$ cat config.mk
export PLATFORM = sky130hd
export DESIGN_NAME = crc_check_flat
export DESIGN_NICKNAME = d
export VERILOG_FILES = /design/src/rtl/crc_pkg.sv /design/src/rtl/crc_check_if.sv /design/src/rtl/crc_destuff.sv /design/src/rtl/crc_check.sv /design/src/flat_wrapper.sv
export SDC_FILE = /design/constraint.sdc
export NUM_CORES = 1
export LEC_CHECK = 0
export BUFFER_PORTS_ARGS = -buffer_cell sky130_fd_sc_hd__buf_2
export CAP_MARGIN = 20
export CORE_UTILIZATION = 40
export CTS_BUF_LIST = sky130_fd_sc_hd__clkbuf_8
export CTS_CLUSTER_DIAMETER = 120
export DETAILED_ROUTE_END_ITERATION = 7
export PLACE_DENSITY = 0.66
export SLEW_MARGIN = 30
export SYNTH_ARGS = -nofsm -noshare
export SYNTH_HDL_FRONTEND = slang
export SYNTH_SLANG_ARGS = --single-unit
$ cat constraint.sdc
create_clock -name clk -period 4.3 [get_ports clk]
set_input_delay 0.43 -clock clk [delete_from_list [all_inputs] [get_ports clk]]
set_output_delay 0.43 -clock clk [all_outputs]
set_load 0.005 [all_outputs]
$ cat src/rtl/crc_pkg.sv
// Shared CRC-8 definitions for the serial CRC generator and checker.
// Holds the default polynomial and seed, the checker state encoding, and a single-bit CRC step.
package crc_pkg;

    localparam int              CRC_W = 8;
    localparam logic [CRC_W-1:0] POLY  = 8'h07;
    localparam logic [CRC_W-1:0] INIT  = 8'h00;

    typedef enum logic [1:0] {
        IDLE = 2'd0,
        DATA = 2'd1,
        CRC  = 2'd2,
        DONE = 2'd3
    } state_t;

    // One MSB-first step of the CRC register; the x^8 term is implicit.
    function automatic logic [CRC_W-1:0] crc_step(
        input logic [CRC_W-1:0] crc,
        input logic             b,
        input logic [CRC_W-1:0] poly
    );
        logic fb;
        fb = b ^ crc[CRC_W-1];
        return {crc[CRC_W-2:0], 1'b0} ^ (fb ? poly : {CRC_W{1'b0}});
    endfunction

endpackage

$ cat src/rtl/crc_check_if.sv
// Bit-stream input and per-frame result bundle between the bit sampler and crc_check.
// The master drives frames in; the slave (crc_check) reports the outcome.
interface crc_check_if #(
    parameter int LEN_W = 7
);

    logic                      start;
    logic [LEN_W-1:0]          frame_len;
    logic                      bit_valid;
    logic                      bit_in;
    logic                      busy;
    logic                      done;
    logic                      crc_ok;
    logic                      crc_err;
    logic                      stuff_err;
    logic [crc_pkg::CRC_W-1:0] calc_crc;
    logic [crc_pkg::CRC_W-1:0] rx_crc;

    modport master (
        output start, frame_len, bit_valid, bit_in,
        input  busy, done, crc_ok, crc_err, stuff_err, calc_crc, rx_crc
    );

    modport slave (
        input  start, frame_len, bit_valid, bit_in,
        output busy, done, crc_ok, crc_err, stuff_err, calc_crc, rx_crc
    );

endinterface

$ cat src/rtl/crc_destuff.sv
// Removes CAN-style stuff bits from the wire stream and flags stuff violations.
// Run length spans the whole frame; o_stuff_next warns that the bit being accepted now makes a stuff bit due.
module crc_destuff #(
    parameter bit STUFF_EN = 1'b1
) (
    input  logic clk,
    input  logic rst,
    input  logic i_clr,
    input  logic i_bit_valid,
    input  logic i_bit_in,
    output logic o_data_valid,
    output logic o_data_bit,
    output logic o_stuff_err,
    output logic o_stuff_ok,
    output logic o_stuff_next
);

    logic [2:0] r_run;
    logic       r_prev;
    logic       w_is_stuff;
    logic       w_same;

    assign w_is_stuff   = STUFF_EN && (r_run == 3'd5);
    assign w_same       = (r_run != 3'd0) && (i_bit_in == r_prev);

    assign o_data_valid = i_bit_valid && !w_is_stuff;
    assign o_data_bit   = i_bit_in;
    assign o_stuff_err  = i_bit_valid && w_is_stuff && (i_bit_in == r_prev);
    assign o_stuff_ok   = i_bit_valid && w_is_stuff && (i_bit_in != r_prev);
    assign o_stuff_next = STUFF_EN && o_data_valid && w_same && (r_run == 3'd4);

    // NOTE: non-blocking assignments so r_run and r_prev both update from pre-edge values.
    always_ff @(posedge clk) begin
        if (rst || i_clr) begin
            r_run  <= 3'd0;
            r_prev <= 1'b0;
        end else if (i_bit_valid) begin
            if (w_is_stuff || !w_same)
                r_run <= 3'd1;
            else
                r_run <= r_run + 3'd1;
            r_prev <= i_bit_in;
        end
    end

endmodule

$ cat src/rtl/crc_check.sv
// Receive-side CRC-8 checker: destuffs the wire stream, recomputes the CRC over frame_len
// data bits, captures the 8-bit CRC field and reports ok / CRC error / stuff error per frame.
module crc_check
    import crc_pkg::*;
#(
    parameter logic [CRC_W-1:0] POLY     = crc_pkg::POLY,
    parameter logic [CRC_W-1:0] INIT     = crc_pkg::INIT,
    parameter int               LEN_W    = 7,
    parameter bit               STUFF_EN = 1'b1
) (
    input  logic       clk,
    input  logic       rst,
    crc_check_if.slave bus
);

    state_t             r_state;
    state_t             w_state_nxt;
    logic [LEN_W-1:0]   r_len;
    logic [LEN_W-1:0]   r_cnt;
    logic [LEN_W-1:0]   w_cnt_inc;
    logic [CRC_W-1:0]   r_crc;
    logic [CRC_W-1:0]   r_rx_crc;
    logic [CRC_W-1:0]   w_rx_crc_nxt;
    logic               r_crc_ok;
    logic               r_crc_err;
    logic               r_stuff_err;

    logic               w_bit_acc;
    logic               w_dv;
    logic               w_db;
    logic               w_stuff_err;
    logic               w_stuff_ok;
    logic               w_stuff_next;
    logic               w_data_last;
    logic               w_crc_last;
    logic               w_stuff_wait;
    logic               w_enter_done;

    // Wire bits count only while a frame is being received and never in the start cycle.
    assign w_bit_acc = bus.bit_valid && !bus.start && ((r_state == DATA) || (r_state == CRC));

    crc_destuff #(
        .STUFF_EN (STUFF_EN)
    ) u_destuff (
        .clk          (clk),
        .rst          (rst),
        .i_clr        (bus.start),
        .i_bit_valid  (w_bit_acc),
        .i_bit_in     (bus.bit_in),
        .o_data_valid (w_dv),
        .o_data_bit   (w_db),
        .o_stuff_err  (w_stuff_err),
        .o_stuff_ok   (w_stuff_ok),
        .o_stuff_next (w_stuff_next)
    );

    assign w_cnt_inc    = r_cnt + LEN_W'(1);
    assign w_data_last  = (w_cnt_inc == r_len);
    assign w_crc_last   = (r_cnt == LEN_W'(CRC_W - 1));
    assign w_stuff_wait = (r_cnt == LEN_W'(CRC_W));
    assign w_enter_done = (w_state_nxt == DONE) && (r_state != DONE);
    assign w_rx_crc_nxt = ((r_state == CRC) && w_dv) ? {r_rx_crc[CRC_W-2:0], w_db} : r_rx_crc;

    always_ff @(posedge clk) begin
        if (rst)
            r_state <= IDLE;
        else
            r_state <= w_state_nxt;
    end

    always_comb begin
        // NOTE: default assignment first keeps this block free of inferred latches.
        w_state_nxt = r_state;
        if (bus.start) begin
            w_state_nxt = (bus.frame_len == '0) ? CRC : DATA;
        end else begin
            unique case (r_state)
                IDLE: w_state_nxt = IDLE;
                DATA: begin
                    if (w_stuff_err)
                        w_state_nxt = DONE;
                    else if (w_dv && w_data_last)
                        w_state_nxt = CRC;
                end
                CRC: begin
                    // A run of five ending on the last CRC bit still owes one stuff bit.
                    if (w_stuff_err)
                        w_state_nxt = DONE;
                    else if (w_dv && w_crc_last && !w_stuff_next)
                        w_state_nxt = DONE;
                    else if (w_stuff_ok && w_stuff_wait)
                        w_state_nxt = DONE;
                end
                DONE:    w_state_nxt = IDLE;
                default: w_state_nxt = IDLE;
            endcase
        end
    end

    always_comb begin
        bus.busy      = (r_state != IDLE);
        bus.done      = (r_state == DONE);
        bus.crc_ok    = r_crc_ok;
        bus.crc_err   = r_crc_err;
        bus.stuff_err = r_stuff_err;
        bus.calc_crc  = r_crc;
        bus.rx_crc    = r_rx_crc;
    end

    always_ff @(posedge clk) begin
        if (rst) begin
            r_len       <= '0;
            r_cnt       <= '0;
            r_crc       <= '0;
            r_rx_crc    <= '0;
            r_crc_ok    <= 1'b0;
            r_crc_err   <= 1'b0;
            r_stuff_err <= 1'b0;
        end else if (bus.start) begin
            r_len       <= bus.frame_len;
            r_cnt       <= '0;
            r_crc       <= INIT;
            r_rx_crc    <= '0;
            r_crc_ok    <= 1'b0;
            r_crc_err   <= 1'b0;
            r_stuff_err <= 1'b0;
        end else begin
            if ((r_state == DATA) && w_dv) begin
                r_crc <= crc_step(r_crc, w_db, POLY);
                r_cnt <= w_data_last ? '0 : w_cnt_inc;
            end
            if ((r_state == CRC) && w_dv)
                r_cnt <= w_cnt_inc;
            r_rx_crc <= w_rx_crc_nxt;
            // The compare uses the CRC field including a final bit landing on this same edge.
            if (w_enter_done) begin
                r_stuff_err <= w_stuff_err;
                r_crc_ok    <= !w_stuff_err && (w_rx_crc_nxt == r_crc);
                r_crc_err   <= !w_stuff_err && (w_rx_crc_nxt != r_crc);
            end
        end
    end

endmodule

$ cat src/flat_wrapper.sv
// flat-port wrapper written by rule: the top's interface ports become plain ports
module crc_check_flat import crc_pkg::*;
#(
    parameter logic [CRC_W-1:0] POLY     = crc_pkg::POLY,
    parameter logic [CRC_W-1:0] INIT     = crc_pkg::INIT,
    parameter int               LEN_W    = 7,
    parameter bit               STUFF_EN = 1'b1
)
  (clk, rst, bus_start, bus_frame_len, bus_bit_valid, bus_bit_in, bus_busy, bus_done, bus_crc_ok, bus_crc_err, bus_stuff_err, bus_calc_crc, bus_rx_crc);
  crc_check_if #(.LEN_W(LEN_W)) bus_i ();
  input  logic clk;
  input  logic rst;
  input wire logic [$bits(bus_i.start)-1:0] bus_start;
  input wire logic [$bits(bus_i.frame_len)-1:0] bus_frame_len;
  input wire logic [$bits(bus_i.bit_valid)-1:0] bus_bit_valid;
  input wire logic [$bits(bus_i.bit_in)-1:0] bus_bit_in;
  output wire logic [$bits(bus_i.busy)-1:0] bus_busy;
  output wire logic [$bits(bus_i.done)-1:0] bus_done;
  output wire logic [$bits(bus_i.crc_ok)-1:0] bus_crc_ok;
  output wire logic [$bits(bus_i.crc_err)-1:0] bus_crc_err;
  output wire logic [$bits(bus_i.stuff_err)-1:0] bus_stuff_err;
  output wire logic [$bits(bus_i.calc_crc)-1:0] bus_calc_crc;
  output wire logic [$bits(bus_i.rx_crc)-1:0] bus_rx_crc;
  assign bus_i.start = bus_start;
  assign bus_i.frame_len = bus_frame_len;
  assign bus_i.bit_valid = bus_bit_valid;
  assign bus_i.bit_in = bus_bit_in;
  assign bus_busy = bus_i.busy;
  assign bus_done = bus_i.done;
  assign bus_crc_ok = bus_i.crc_ok;
  assign bus_crc_err = bus_i.crc_err;
  assign bus_stuff_err = bus_i.stuff_err;
  assign bus_calc_crc = bus_i.calc_crc;
  assign bus_rx_crc = bus_i.rx_crc;
  crc_check #(.POLY(POLY), .INIT(INIT), .LEN_W(LEN_W), .STUFF_EN(STUFF_EN)) u_core (.clk(clk), .rst(rst), .bus(bus_i));
endmodule
After elaboration in Yosys (flattened, before gate mapping)
Cells that the tools add are included.
- reduce and logical (&&, ||, !) cells: 33
- mux-type cells: 14
- shift operators: 0
- add/subtract/negate cells: 2
- equality and inequality tests: 14
- div/mod/pow operators: 0
- $lt $le $gt $ge: 0
- bitwise operators: 2
- multiply operators: 0
- operators with widths (cell ; count):
    $mux 7 ; 3
    $logic_and 1x1->1 ; 18
    $mux 2 ; 7
    $eq 8x8->1 ; 1
    $mux 8 ; 1
    $ne 8x8->1 ; 1
    $xor 8x8->8 ; 1
    $add 7x1->7 const B ; 1
    $eq 7x3->1 const B ; 1
    $eq 7x4->1 const B ; 1
    $eq 7x7->1 ; 1
    $logic_not 7->1 ; 1
    $eq 2x2->1 const B ; 3
    $eq 3x3->1 const B ; 2
    $mux 3 ; 2
    $pmux 2 s3 ; 1
    $logic_not 1->1 ; 5
    $reduce_bool 2->1 ; 2
    $reduce_or 2->1 ; 2
    $add 3x1->3 const B ; 1
    $logic_or 1x1->1 ; 3
    $reduce_bool 3->1 ; 1
    $eq 2x1->1 const B ; 1
    $logic_not 2->1 ; 1
    4 further kinds ; 4
- register bits: 39
- bits in latches: 0
- output and inout bits: 21
- bits in writable memories: 0
- memory bits (read-only): 0
- input bits: 12
- memories: 0
- word-level logic and storage cells: 75

Longest topological paths before layout
- depth after elaboration: 14
- depth in mapped cells: 10
- mapped depth without buffers: 9

By module
Synthesis repeated with hierarchy kept, for this count alone.
- cells, all modules: 240
- area total of the unflattened synthesis: 2168.3 µm²
- modules (own cells, without submodules) (module ; cells an instance ; area each (µm²) ; times used ; seq. area each (µm²)):
    crc_check ; 210 ; 1879.3 ; 1 ; 700.7
    crc_destuff ; 30 ; 289.0 ; 1 ; 80.1

Least setup slack after synthesis
No wires, ideal clock.
- kind: reg-to-reg
- start: register u_core.r_state[0]
- end: register u_core.r_crc_ok, in the netlist u_core.bus.crc_ok
- period minus slack after synthesis: 2.318 ns
- slack: 1.982 ns
- cell stages (with the launch flop): 10
- data arrival time: 2.246 ns
- library setup time: 0.072 ns
- cells stage by stage: dfxtp_1 -> inv_1 -> ha_1 -> and3b_4 -> nand3_2 -> or4_1 -> a22oi_1 -> nand4_1 -> or3_1 -> mux2i_1
- word-level cells in the longest chain between the ends: 14
- elaborated cells on any way between the ends: 33
- ends and longest elaborated chain (element ; RTL line ; text):
    start, declared ; crc_check.sv:16 ; state_t r_state;
    start signal, assigned ; crc_check.sv:68 ; r_state <= w_state_nxt;
    $eq 2x1->1 / $eq 2x2->1 (equally long branches) ; crc_check.sv:40, crc_check.sv:77, crc_check.sv:62 ;
    $logic_or 1x1->1 ; crc_check.sv:40 ; assign w_bit_acc = bus.bit_valid && !bus.start && ((r_state == DATA) || (r_state == CRC));
    $logic_and 1x1->1 ; crc_check.sv:40 ;
    $logic_and 1x1->1 ; crc_destuff.sv:26 ; assign o_data_valid = i_bit_valid && !w_is_stuff;
    $logic_and 1x1->1 (2 in a row) ; crc_destuff.sv:30 ; assign o_stuff_next = STUFF_EN && o_data_valid && w_same && (r_run == 3'd4);
    $logic_not 1->1 ; crc_check.sv:89 ; else if (w_dv && w_crc_last && !w_stuff_next)
    $logic_and 1x1->1 ; crc_check.sv:89 ;
    $mux 2 ; crc_check.sv:89 ;
    $mux 2 ; crc_check.sv:87 ; if (w_stuff_err)
    $pmux 2 s3 ; crc_check.sv:77 ; unique case (r_state)
    $mux 2 ; crc_check.sv:74 ; if (bus.start) begin
    $eq 2x2->1 ; crc_check.sv:61 ; assign w_enter_done = (w_state_nxt == DONE) && (r_state != DONE);
    $logic_and 1x1->1 ; crc_check.sv:61 ;
    end signal, assigned ; crc_check.sv:138 ; r_crc_ok <= !w_stuff_err && (w_rx_crc_nxt == r_crc);
    end, declared ; crc_check.sv:24 ; logic r_crc_ok;
Several ways; a longest one is shown, not always the timed one.
A chain may end at the register's enable or synchronous reset.

Worst setup path after layout
Same ends and word-level chain as after synthesis.

==> impl_metrics.yaml <==
outcome:
  status: "complete, no violations"
power:
  peakVddDrop_mv: 0.1148
  p_per_area_mw_per_mm2: 287.4
  p_int_mw: 0.5345
  switchingPower_mw: 0.1713
  p_leak_nw: 1.093
  sequentialPowerShare_pct: 52.6
  p_sw_share_pct: 24.27
  pwr-share-clk_pct: 39.6
  power_frac_comb_pct: 7.8
grt:
  grt.total_usage_pct: 17.39
  grt_pass1_wl_um: 7548
  first_global_vias: 1645
  antenna_found_initial: 0
  grt_overflow: 0
  grt_max_degree: 27
synth:
  synthDistinctLibCells: 44
  ys_ff_latch: 39
  synthesis.instances: 249
  synth_nets: 270
  netlist_area_mm2: 0.002153
  synth_warnings: 0
  yosysSeqAreaShare_pct: 36.26
  synth.avg_cell_area_um2: 8.648
detailed_routing:
  vias: 1758
  ant_nets: 0
  wire_per_inst_um: 12.65
  drcViolationCount: 0
  vias_per_cell: 5.037
  route.met2.wl_um: 2051
  wl_met1_um: 2193
  wl_met3_um: 106
  wl_um: 4414
  firstDrtPassIters: 4
  drt_iter0_markers: 103
  highest_layer: "met4"
finish:
  drive_gt1_share_pct: 17.56
  final.fill_count: 548
  area_growth_pct: 14.06
  fin_nets: 299
  n_antenna_cell: 0
  multiInputGateArea_mm2: 0.001282
  final_cells: 349
  post-route-util_pct: 47.78
  seq_area_um2: 780.7
timing:
  hold_viol_final: 0
  relSlewSlack_pct: 55.55
  worst_slew_pin_slew_ns: 0.6643
  fin_crit_sh_pct: 64.07
  fmax_mhz: 363.0
  maxSlewViolCount: 0
  whs_ns: 0.3833
  fin_ws_ns: 1.545
  clock_skew_ns: 0.008842
  setup-violations-final: 0
  fin_crit_ns: 2.755
  rsz0062_at_grt: "no"
  fin_setup_tns_ns: 0
place:
  dp_hpwl_um: 3305
  pre_cts_ws_ns: 1.544
  gp_congestion: 0.8255
  io_buffer_count: 32
  dp.cells: 341
floorplan:
  chipHeight_um: 75.37
  start_util_pct: 41.89
  fp.dieArea_mm2: 0.005681
  core_region_area_mm2: 0.005140
  die_w_um: 75.37
  std_cell_rows: 26
  boundaryPins: 33
clock_network:
  tritoncts: "built"
  cts-root-buf: "clkbuf_8"
  ctsHoldBuffers: 0
  clock_latency_ns: 0.29
  cts_buffer_depth: 2
  cts_resized: 0
  numCtsBuffers: 5
  postCtsSetupBuffers: 0
  h-tree-depth: 2
  cts_sinks: 39
  clk_pin_slew_ns: 0.08
worst_setup_path:
  start_kind: "flop"
  endpoint_kind: "flop"
  crit_arrival_ns: 2.98
  required_ns: 4.53
  path_class: "reg -> reg"
  crit_path_max_fanout: 11
min_path:
  min_path_type: "in -> reg"
run:
  maxCapViolations: 0
cell usage after synthesis:
cell type / count / share of area (%)
a31oi_1: 4 / 1.2
nand3_2: 1 / 0.46
dfxtp_1: 39 / 36
a311oi_1: 1 / 0.41
mux2i_1: 25 / 12
nor2_1: 34 / 5.9
nor3b_1: 1 / 0.35
xor2_1: 12 / 4.9
o211ai_1: 1 / 0.35
ha_1: 9 / 5.2
nand4_1: 2 / 0.58
nand2_2: 1 / 0.29
buf_6: 1 / 0.52
and2_1: 2 / 0.58
o21ai_2: 1 / 0.41
nor4_1: 4 / 1.2
o21ai_1: 3 / 0.70
or4_1: 1 / 0.35
o21ai_0: 5 / 1.2
nand4b_1: 2 / 0.81
nor3b_2: 1 / 0.58
inv_2: 1 / 0.17
clkbuf_1: 5 / 0.87
a21oi_1: 9 / 2.1
nand2_1: 19 / 3.3
or2_2: 1 / 0.29
and3b_4: 1 / 0.58
inv_1: 10 / 1.7
o2111ai_1: 2 / 0.81
xnor2_1: 9 / 3.7
o311ai_0: 1 / 0.41
nor4bb_1: 1 / 0.46
xor2_2: 2 / 1.5
buf_1: 1 / 0.17
nor3_1: 8 / 1.9
a2bb2oi_1: 1 / 0.41
a22oi_1: 2 / 0.70
a211oi_1: 3 / 1.0
and3b_1: 2 / 0.81
and3_1: 2 / 0.58
buf_2: 3 / 0.70
nand3_1: 11 / 2.6
nor2b_1: 2 / 0.58
or3_1: 3 / 0.87
cell usage in the layout (no fill, tap or decap), drive strengths merged, types with 2 or more instances in the layout:
cell type / netlist / routed
nand4b: 2 / 2
and2: 2 / 2
ha: 9 / 9
a21oi: 9 / 9
nor4: 4 / 4
clkbuf: 5 / 7
dfxtp: 39 / 39
o2111ai: 2 / 2
xnor2: 9 / 9
nor3b: 2 / 2
nor2b: 2 / 2
a31oi: 4 / 4
a22oi: 2 / 2
or3: 3 / 3
nand2: 20 / 20
and3: 2 / 2
o21ai: 9 / 9
inv: 11 / 11
buf: 5 / 32
nor3: 8 / 8
and3b: 3 / 3
a211oi: 3 / 3
nand4: 2 / 2
xor2: 14 / 14
nor2: 34 / 34
nand3: 12 / 12
mux2i: 25 / 25
per-layer routing:
metal | GRT usage [%] | vias up
met5 | 0 | -
met4 | 5.350 | 0
met3 | 4.101 | 8
met2 | 28.27 | 21
met1 | 22.94 | 808
li1 | - | 921
path summary, 6_finish.rpt:
| path | from | endpoint | slack [ns] | cells past startpoint |
|---|---|---|---|---|
| setup / recovery | u_core.r_state[0] | u_core.bus.crc_ok | 1.55 | 9 |
| hold / removal | bus_frame_len[5] | u_core.r_len[5] | 0.38 | 3 |
| hold reg to reg | u_core.bus.stuff_err | u_core.bus.stuff_err | 0.47 | 2 |
| setup reg to reg | u_core.r_state[0] | u_core.bus.crc_ok | 1.55 | 9 |
logic make-up after synthesis:
logic type                 share of synthesized area (%)
xor gates and xnor gates                           10.05
muxes                                              11.62
and+or+nand+nor                                    23.01
DFF                                                36.26
buffers and inverters                              4.183
adders and majority gates                          5.230
AOI/OAI and AO/OA                                  9.645
power by group through the flow:
stage	clock [mW]	sequential (mW)	combinational, mW
floorplan	0	0.379	0.0399
global placement	0	0.380	0.0542
detailed placement	0	0.380	0.0552
CTS	0.289	0.371	0.0553
global route	0.306	0.372	0.0621
finish	0.279	0.371	0.0549
metrics by stage:
step / total power [mW] / area [um2]
2_1_floorplan: 0.4186 / 2153
3_3_place_gp: 0.4340 / 2352
3_5_place_dp: 0.4352 / 2352
4_1_cts: 0.7156 / 2456
5_1_grt: 0.7399 / 2456
6_report: 0.7059 / 2456
registers in the layout (all words and copies together), names as in the netlist:
register / count
u_core.u_destuff.r_run: 3
u_core.r_cnt: 7
u_core.bus.rx_crc: 8
u_core.r_state: 2
u_core.bus.crc_err: 1
u_core.bus.stuff_err: 1
u_core.bus.crc_ok: 1
u_core.bus.calc_crc: 8
u_core.u_destuff.r_prev: 1
u_core.r_len: 7
final cells by class:
cell class,count,area share (%)
multi-input cells,189,52.22
flip-flops and latches,39,31.79
repair buffers,32,6.521
clock buffers,7,3.923
well taps,70,3.566
inverters,11,1.681
clock inverters,1,0.3057
critical path, cell delays in order, from the launching register on:
cell and delay [ns]:
dfxtp_1 0.39, inv_1 0.08, ha_1 0.39, and3b_4 0.25
nand3_2 0.27, or4_1 0.60, a22oi_1 0.15, nand4_1 0.13
or3_1 0.31, mux2i_1 0.12
Note: power is estimated with default switching activity, not from simulation.
